===== config.mk =====
export PLATFORM = sky130hd
export DESIGN_NAME = dm_port_arbiter
export DESIGN_NICKNAME = d
export VERILOG_FILES = /design/src/rtl/dm_port_arbiter.sv
export SDC_FILE = /design/constraint.sdc
export NUM_CORES = 1
export LEC_CHECK = 0
export CAP_MARGIN = 20
export CORE_UTILIZATION = 34
export DETAILED_ROUTE_END_ITERATION = 8
export HOLD_SLACK_MARGIN = 0.06
export PLACE_DENSITY = 0.78
export SYNTH_ARGS = -nofsm -noshare
export SYNTH_HDL_FRONTEND = slang
export SYNTH_SLANG_ARGS = --single-unit

===== constraint.sdc =====
create_clock -name clk -period 1.4 [get_ports clk]
set_input_delay 0.28 -clock clk [delete_from_list [all_inputs] [get_ports clk]]
set_output_delay 0.28 -clock clk [all_outputs]
set_load 0.005 [all_outputs]

===== src/rtl/dm_port_arbiter.sv =====
// dm_port_arbiter: two-port round-robin sequencer in front of the data memory.
// One access at a time: IDLE (arbitrate) -> ACCESS (DM strobe) -> RESP (pulse).
//
// Ports:
//   clk, rst                 clock and synchronous active-high reset
//   req0_* / rsp0_*          port 0 (load/store unit): valid/ready request,
//                            one-cycle response pulse with rdata and err
//   req1_* / rsp1_*          port 1 (DMA/debug loader), same shape as port 0
//   MemAddr, MemWriteData    address/store data to DM, held outside ACCESS
//   MemWrite, MemRead        DM strobes, only ever high in ACCESS
//   MemReadData              combinational read data from DM
//
// Build option: define DM_ARB_ALIGN_CHECK_EN to reject addresses with
// addr[1:0] != 0 the same way as out-of-bounds accesses.
module dm_port_arbiter #(
    parameter int MEM_BYTES = 128,
    parameter int ADDR_W    = 32,
    parameter int DATA_W    = 32
) (
    input  logic              clk,
    input  logic              rst,

    input  logic              req0_valid,
    output logic              req0_ready,
    input  logic              req0_write,
    input  logic [ADDR_W-1:0] req0_addr,
    input  logic [DATA_W-1:0] req0_wdata,
    output logic              rsp0_valid,
    output logic [DATA_W-1:0] rsp0_rdata,
    output logic              rsp0_err,

    input  logic              req1_valid,
    output logic              req1_ready,
    input  logic              req1_write,
    input  logic [ADDR_W-1:0] req1_addr,
    input  logic [DATA_W-1:0] req1_wdata,
    output logic              rsp1_valid,
    output logic [DATA_W-1:0] rsp1_rdata,
    output logic              rsp1_err,

    output logic [ADDR_W-1:0] MemAddr,
    output logic [DATA_W-1:0] MemWriteData,
    output logic              MemWrite,
    output logic              MemRead,
    input  logic [DATA_W-1:0] MemReadData
);

    // Highest legal word start; comparing against it avoids the wrap that
    // addr+3 would suffer near 2^32.
    localparam logic [ADDR_W-1:0] LAST_OK = ADDR_W'(MEM_BYTES - 4);

    typedef enum logic [1:0] {
        IDLE,
        ACCESS,
        RESP
    } state_t;

    state_t state;
    state_t state_next;

    logic              last_grant;
    logic              lat_port;
    logic              lat_write;
    logic              lat_err;
    logic [ADDR_W-1:0] addr_q;
    logic [DATA_W-1:0] wdata_q;
    logic [DATA_W-1:0] rdata_q;

    logic              any_valid;
    logic              pick;
    logic              sel_write;
    logic [ADDR_W-1:0] sel_addr;
    logic [DATA_W-1:0] sel_wdata;
    logic              sel_err;
    logic              hs;
    logic              rsp_fire0;
    logic              rsp_fire1;

    // Arbiter: on a tie the port that did not win last time is picked.
    always_comb begin
        any_valid = req0_valid | req1_valid;
        if (req0_valid && req1_valid) begin
            pick = ~last_grant;
        end else begin
            pick = req1_valid;
        end
        sel_write = pick ? req1_write : req0_write;
        sel_addr  = pick ? req1_addr  : req0_addr;
        sel_wdata = pick ? req1_wdata : req0_wdata;
    end

    always_comb begin
        sel_err = (sel_addr > LAST_OK);
`ifdef DM_ARB_ALIGN_CHECK_EN
        if (sel_addr[1:0] != 2'b00) begin
            sel_err = 1'b1;
        end
`else
        // Misaligned words are legal: DM is byte addressed.
`endif
    end

    always_ff @(posedge clk) begin
        if (rst) begin
            state <= IDLE;
        end else begin
            state <= state_next;
        end
    end

    always_comb begin
        state_next = state;
        req0_ready = 1'b0;
        req1_ready = 1'b0;
        hs         = 1'b0;
        MemWrite   = 1'b0;
        MemRead    = 1'b0;
        rsp_fire0  = 1'b0;
        rsp_fire1  = 1'b0;
        unique case (state)
            IDLE: begin
                if (any_valid && !rst) begin
                    req0_ready = ~pick;
                    req1_ready = pick;
                    hs         = 1'b1;
                    state_next = ACCESS;
                end
            end
            ACCESS: begin
                // rst gates the store so a reset here never half-commits.
                MemWrite   = lat_write & ~lat_err & ~rst;
                MemRead    = ~lat_write & ~lat_err;
                state_next = RESP;
            end
            RESP: begin
                rsp_fire0  = ~rst & ~lat_port;
                rsp_fire1  = ~rst & lat_port;
                state_next = IDLE;
            end
            default: begin
                state_next = IDLE;
            end
        endcase
    end

    always_ff @(posedge clk) begin
        if (rst) begin
            last_grant <= 1'b1;
            lat_port   <= 1'b0;
            lat_write  <= 1'b0;
            lat_err    <= 1'b0;
            addr_q     <= '0;
            wdata_q    <= '0;
            rdata_q    <= '0;
        end else begin
            if (hs) begin
                last_grant <= pick;
                lat_port   <= pick;
                lat_write  <= sel_write;
                lat_err    <= sel_err;
                addr_q     <= sel_addr;
                wdata_q    <= sel_wdata;
            end
            if (state == ACCESS) begin
                if (!lat_write && !lat_err) begin
                    rdata_q <= MemReadData;
                end else begin
                    rdata_q <= '0;
                end
            end
        end
    end

    assign MemAddr      = addr_q;
    assign MemWriteData = wdata_q;

    assign rsp0_valid = rsp_fire0;
    assign rsp1_valid = rsp_fire1;
    assign rsp0_rdata = rsp_fire0 ? rdata_q : '0;
    assign rsp1_rdata = rsp_fire1 ? rdata_q : '0;
    assign rsp0_err   = rsp_fire0 & lat_err;
    assign rsp1_err   = rsp_fire1 & lat_err;

endmodule


==> results.md <==
* Outcome: complete, but fails checks
* Failing checks: setup timing
* Cell Int Power at ~6.3 mW
* Cell Area, Synth at between 0.004 and 0.005 mm2
* Reg-to-reg endpoint: MemAddr[3]
* Path depth of the worst reg2reg path at 12
* Hpwl dp at around 12000 um
* Ant. Diodes at 0
* Clock latency on the worst-skew pair at between 0.3 and 0.4 ns
* Critical Path Source Type: register
* Post-synthesis net count at roughly 680
* Min Tclk post-route at just under 2 ns
* Pin count of the biggest net entering global routing at 55
* Post-synth cell types at 30
* Initial antenna violation count at 0
* Clock Tree Buf Depth at 2
* CP arrival at 2.22 ns
* Max_cap viols at 0
* Number of global-route vias before repair at 5727
* Cell family with most CP delay: buffers and inverters
* Crit share post-route at 1.41
* Synth warn at 0
* Detailed Route WL at roughly 21000 um
* Switch share at 0.273
* Net Switching at 2.36 mW
* Syn Area/Cell at ~9.3 um2
* Critical-path cell list: buf_4 > buf_6 > nor3_4 > buf_6 > buf_6 > o21ai_4 > clkinv_4 > buf_12 > buf_12 > buf_8 > buf_16 > a211oi_1
* Row Count at 43
* Routed Antenna Nets at 0
* Flop pwr share at 0.386
* Vias after detailed routing at between 5000 and 6000
* # setup viols final at approximately 170
* Final core utilization at 0.736
* First-pass GRT wire length at between 20000 and 30000 um
* Die ar. at around 0.015 mm2
* Max-slew headroom at 0.464
* Pwr dens at roughly 850 mW/mm2
* Crit-path slowest cell: dfxtp_4
* Leakage power at about 4.3 nW
* Synth-to-Final Area Change at 112%
* Chip width at about 120 um
* Type of the most critical hold path: register to register
* Sequential area share after synthesis at 0.425
* Clock root buffer: clkbuf_16
* Starting density of the core at 0.347
* DRT iter0 DRCs at approximately 240
* Vias per cell at between 5 and 6
* Crit path required time at about 1.6 ns
* Drt drc at 0
* Drt first pass iters at 5
* CP peak stage delay at around 0.37 ns
* RSZ-0062 raised after global routing: true
* H-tree level count at 3
* CTS buffer count at 9
* R2R Path Start: state[0]
* GRT Util Overall at 0.266
* Layout Skew at approximately 0.0067 ns
* Die H at approximately 120 um
* Worst-path clk slew at about 0.07 ns
* Combinational share of power at 0.297
* Clock Sink Count at 102
* Crit-path max FO at 6
* CORE AREA at 0.0138 mm2
* Crit. Startpoint: state[0]
* Post-synthesis instance total at approximately 520
* Max Slew Vio Count at 0
* Cell count after placement at approximately 1000
* Port Buf Inserts at between 300 and 400
* Worst Setup End Kind: register
* Setup slack after layout at -0.580 ns
* Clock network power share at 0.317
* Buf+Inv Stages, Crit Path at 9
* Worst Setup EP: MemAddr[3]
* F_max at approximately 0.51 GHz
* Critical path type: register to register
* IO Pins at 302
* Slew @ Worst Pin at 0.805 ns
* Maximum vdd drop at approximately 700 uV
* Layout cells sized above 1 at 0.402
* RePlAce Congestion at a little over 0.9
* Final Hold Fails at 0
* Worst path depth at 12
* Most frequent CP cell: buf_6
* Final non-filler cell total at 1084
* Overflow after GRT at 0
* Flop-to-flop setup slack at -0.58 ns
* Wire per inst at 19.6 um
* Nets@finish at around 1100
* CTS tree: yes
* Flops & latches, synth at ~100
## cell families after synthesis
| family | synth area share |
|---|---|
| compound gates | 0.173 |
| simple gates | 0.213 |
| mux | 0.136 |
| flops | 0.425 |
| buf+inv | 0.0534 |
## cell type report
class | instances | area, um2
inverters | 1 | 8.76
repair buffers | 415 | 4540
well taps | 180 | 225
multi-input cells | 368 | 2990
clock inverters | 6 | 85.1
clock buffers | 10 | 239
repair inverters | 2 | 23.8
fillers | 897 | 3650
flip-flops and latches | 102 | 2070
## power by group through the flow
| stage | clock network [mW] | registers, mW | logic, mW |
|---|---|---|---|
| 3_3_place_gp | 0 | 3.34 | 1.86 |
| 4_1_cts | 2.78 | 3.30 | 2.39 |
| 2_1_floorplan | 0 | 3.34 | 0.765 |
| 3_5_place_dp | 0 | 3.35 | 1.90 |
| 5_1_grt | 2.90 | 3.35 | 2.71 |
| 6_report | 2.73 | 3.33 | 2.57 |
## placed cells by master (no fill, tap or decap), types with 2 or more instances in the layout
cell	n
nand4_1	4
a211oi_2	43
mux2i_1	65
buf_8	9
nor2_2	16
o21ai_0	2
bufinv_16	2
and2_4	58
nor3_4	2
clkdlybuf4s50_1	164
dfxtp_1	83
clkinvlp_4	3
buf_12	21
a211oi_1	21
a22oi_1	32
nor4b_2	2
buf_4	46
nand2b_1	2
nor2_1	78
dfxtp_2	18
nand3_1	2
clkbuf_16	14
nor4_1	10
buf_2	6
clkinv_2	2
buf_6	85
buf_16	10
nor2_4	9
clkdlybuf4s15_2	4
dlygate4sd2_1	64
nor3_1	3
and2_1	9
## cell usage after synthesis, drive strengths merged
cell | n | share of area
nor2 | 103 | 0.081
dfxtp | 102 | 0.43
and2 | 67 | 0.087
a211oi | 65 | 0.11
mux2i | 65 | 0.14
a22oi | 32 | 0.050
buf | 29 | 0.039
clkbuf | 17 | 0.013
nor4 | 11 | 0.014
nor3 | 5 | 0.0099
nand4 | 4 | 0.0052
nor4b | 3 | 0.0068
o21ai | 3 | 0.0039
nand2b | 2 | 0.0026
nand3 | 2 | 0.0021
a211o | 1 | 0.0018
a21boi | 1 | 0.0023
a21oi | 1 | 0.0010
and3 | 1 | 0.0013
and4bb | 1 | 0.0026
inv | 1 | 0.00078
o211ai | 1 | 0.0016
## repair_timing
| action | CTS | global route |
|---|---|---|
| cloned | 22 | 5 |
| hold buffers | 0 | 0 |
| pin swaps | 61 | 40 |
| resized for setup | 450 | 175 |
| buffers inserted | 42 | 19 |
| setup endpoints to repair | 236 | 173 |
## layer usage
| metal | wire length [um] | global-route usage | part of all wire | up-vias |
|---|---|---|---|---|
| li1 | - | - | - | 2616 |
| met2 | 11200 | 0.488 | 0.53 | 263 |
| met1 | 7950 | 0.285 | 0.37 | 2743 |
| met3 | 1200 | 0.0552 | 0.056 | 63 |
| met5 | 0 | 0 | 0 | - |
| met4 | 911 | 0.137 | 0.043 | 0 |
## worst min-delay path by stage
stage / from / end / slack, ns / depth (start not counted)
after detailed placement: MemWriteData[6] / MemWriteData[6] / 0.49 / 2
after global routing: MemAddr[12] / MemAddr[12] / 0.52 / 2
after CTS: MemWriteData[6] / MemWriteData[6] / 0.49 / 2
after floorplan: MemReadData[0] / rdata_q[0] / 0.43 / 2
after global placement: MemWriteData[19] / MemWriteData[19] / 0.49 / 2
final: MemAddr[8] / MemAddr[8] / 0.49 / 2
## worst reg2reg max path, cell delays in order (launching register included)
cell and delay (ns):
dfxtp_4 0.37, buf_4 0.11, buf_6 0.09, nor3_4 0.05, buf_6 0.12, buf_6 0.11, o21ai_4 0.12, clkinv_4 0.16
buf_12 0.16, buf_12 0.12, buf_8 0.12, buf_16 0.13, a211oi_1 0.23
## state kept, by name (all words and copies together), names as in the netlist
signal,flops
MemWriteData,32
state,2
lat_port,1
rdata_q,32
MemAddr,32
lat_write,1
lat_err,1
last_grant,1
## through the flow
step	total power, mW	cell area, um2	setup slack (ns)	TNS (ns)	hold WS (ns)
after floorplan	4.11	4820	0.0157	0	0.428
after global placement	5.19	8230	-0.664	-61.12	0.486
after detailed placement	5.25	8230	-0.694	-67.58	0.490
after CTS	8.47	9700	-0.573	-62.99	0.489
after global routing	8.96	10200	-0.644	-76.30	0.521
final	8.63	10200	-0.580	-65.87	0.494
Power figures use the tool's default switching activity.
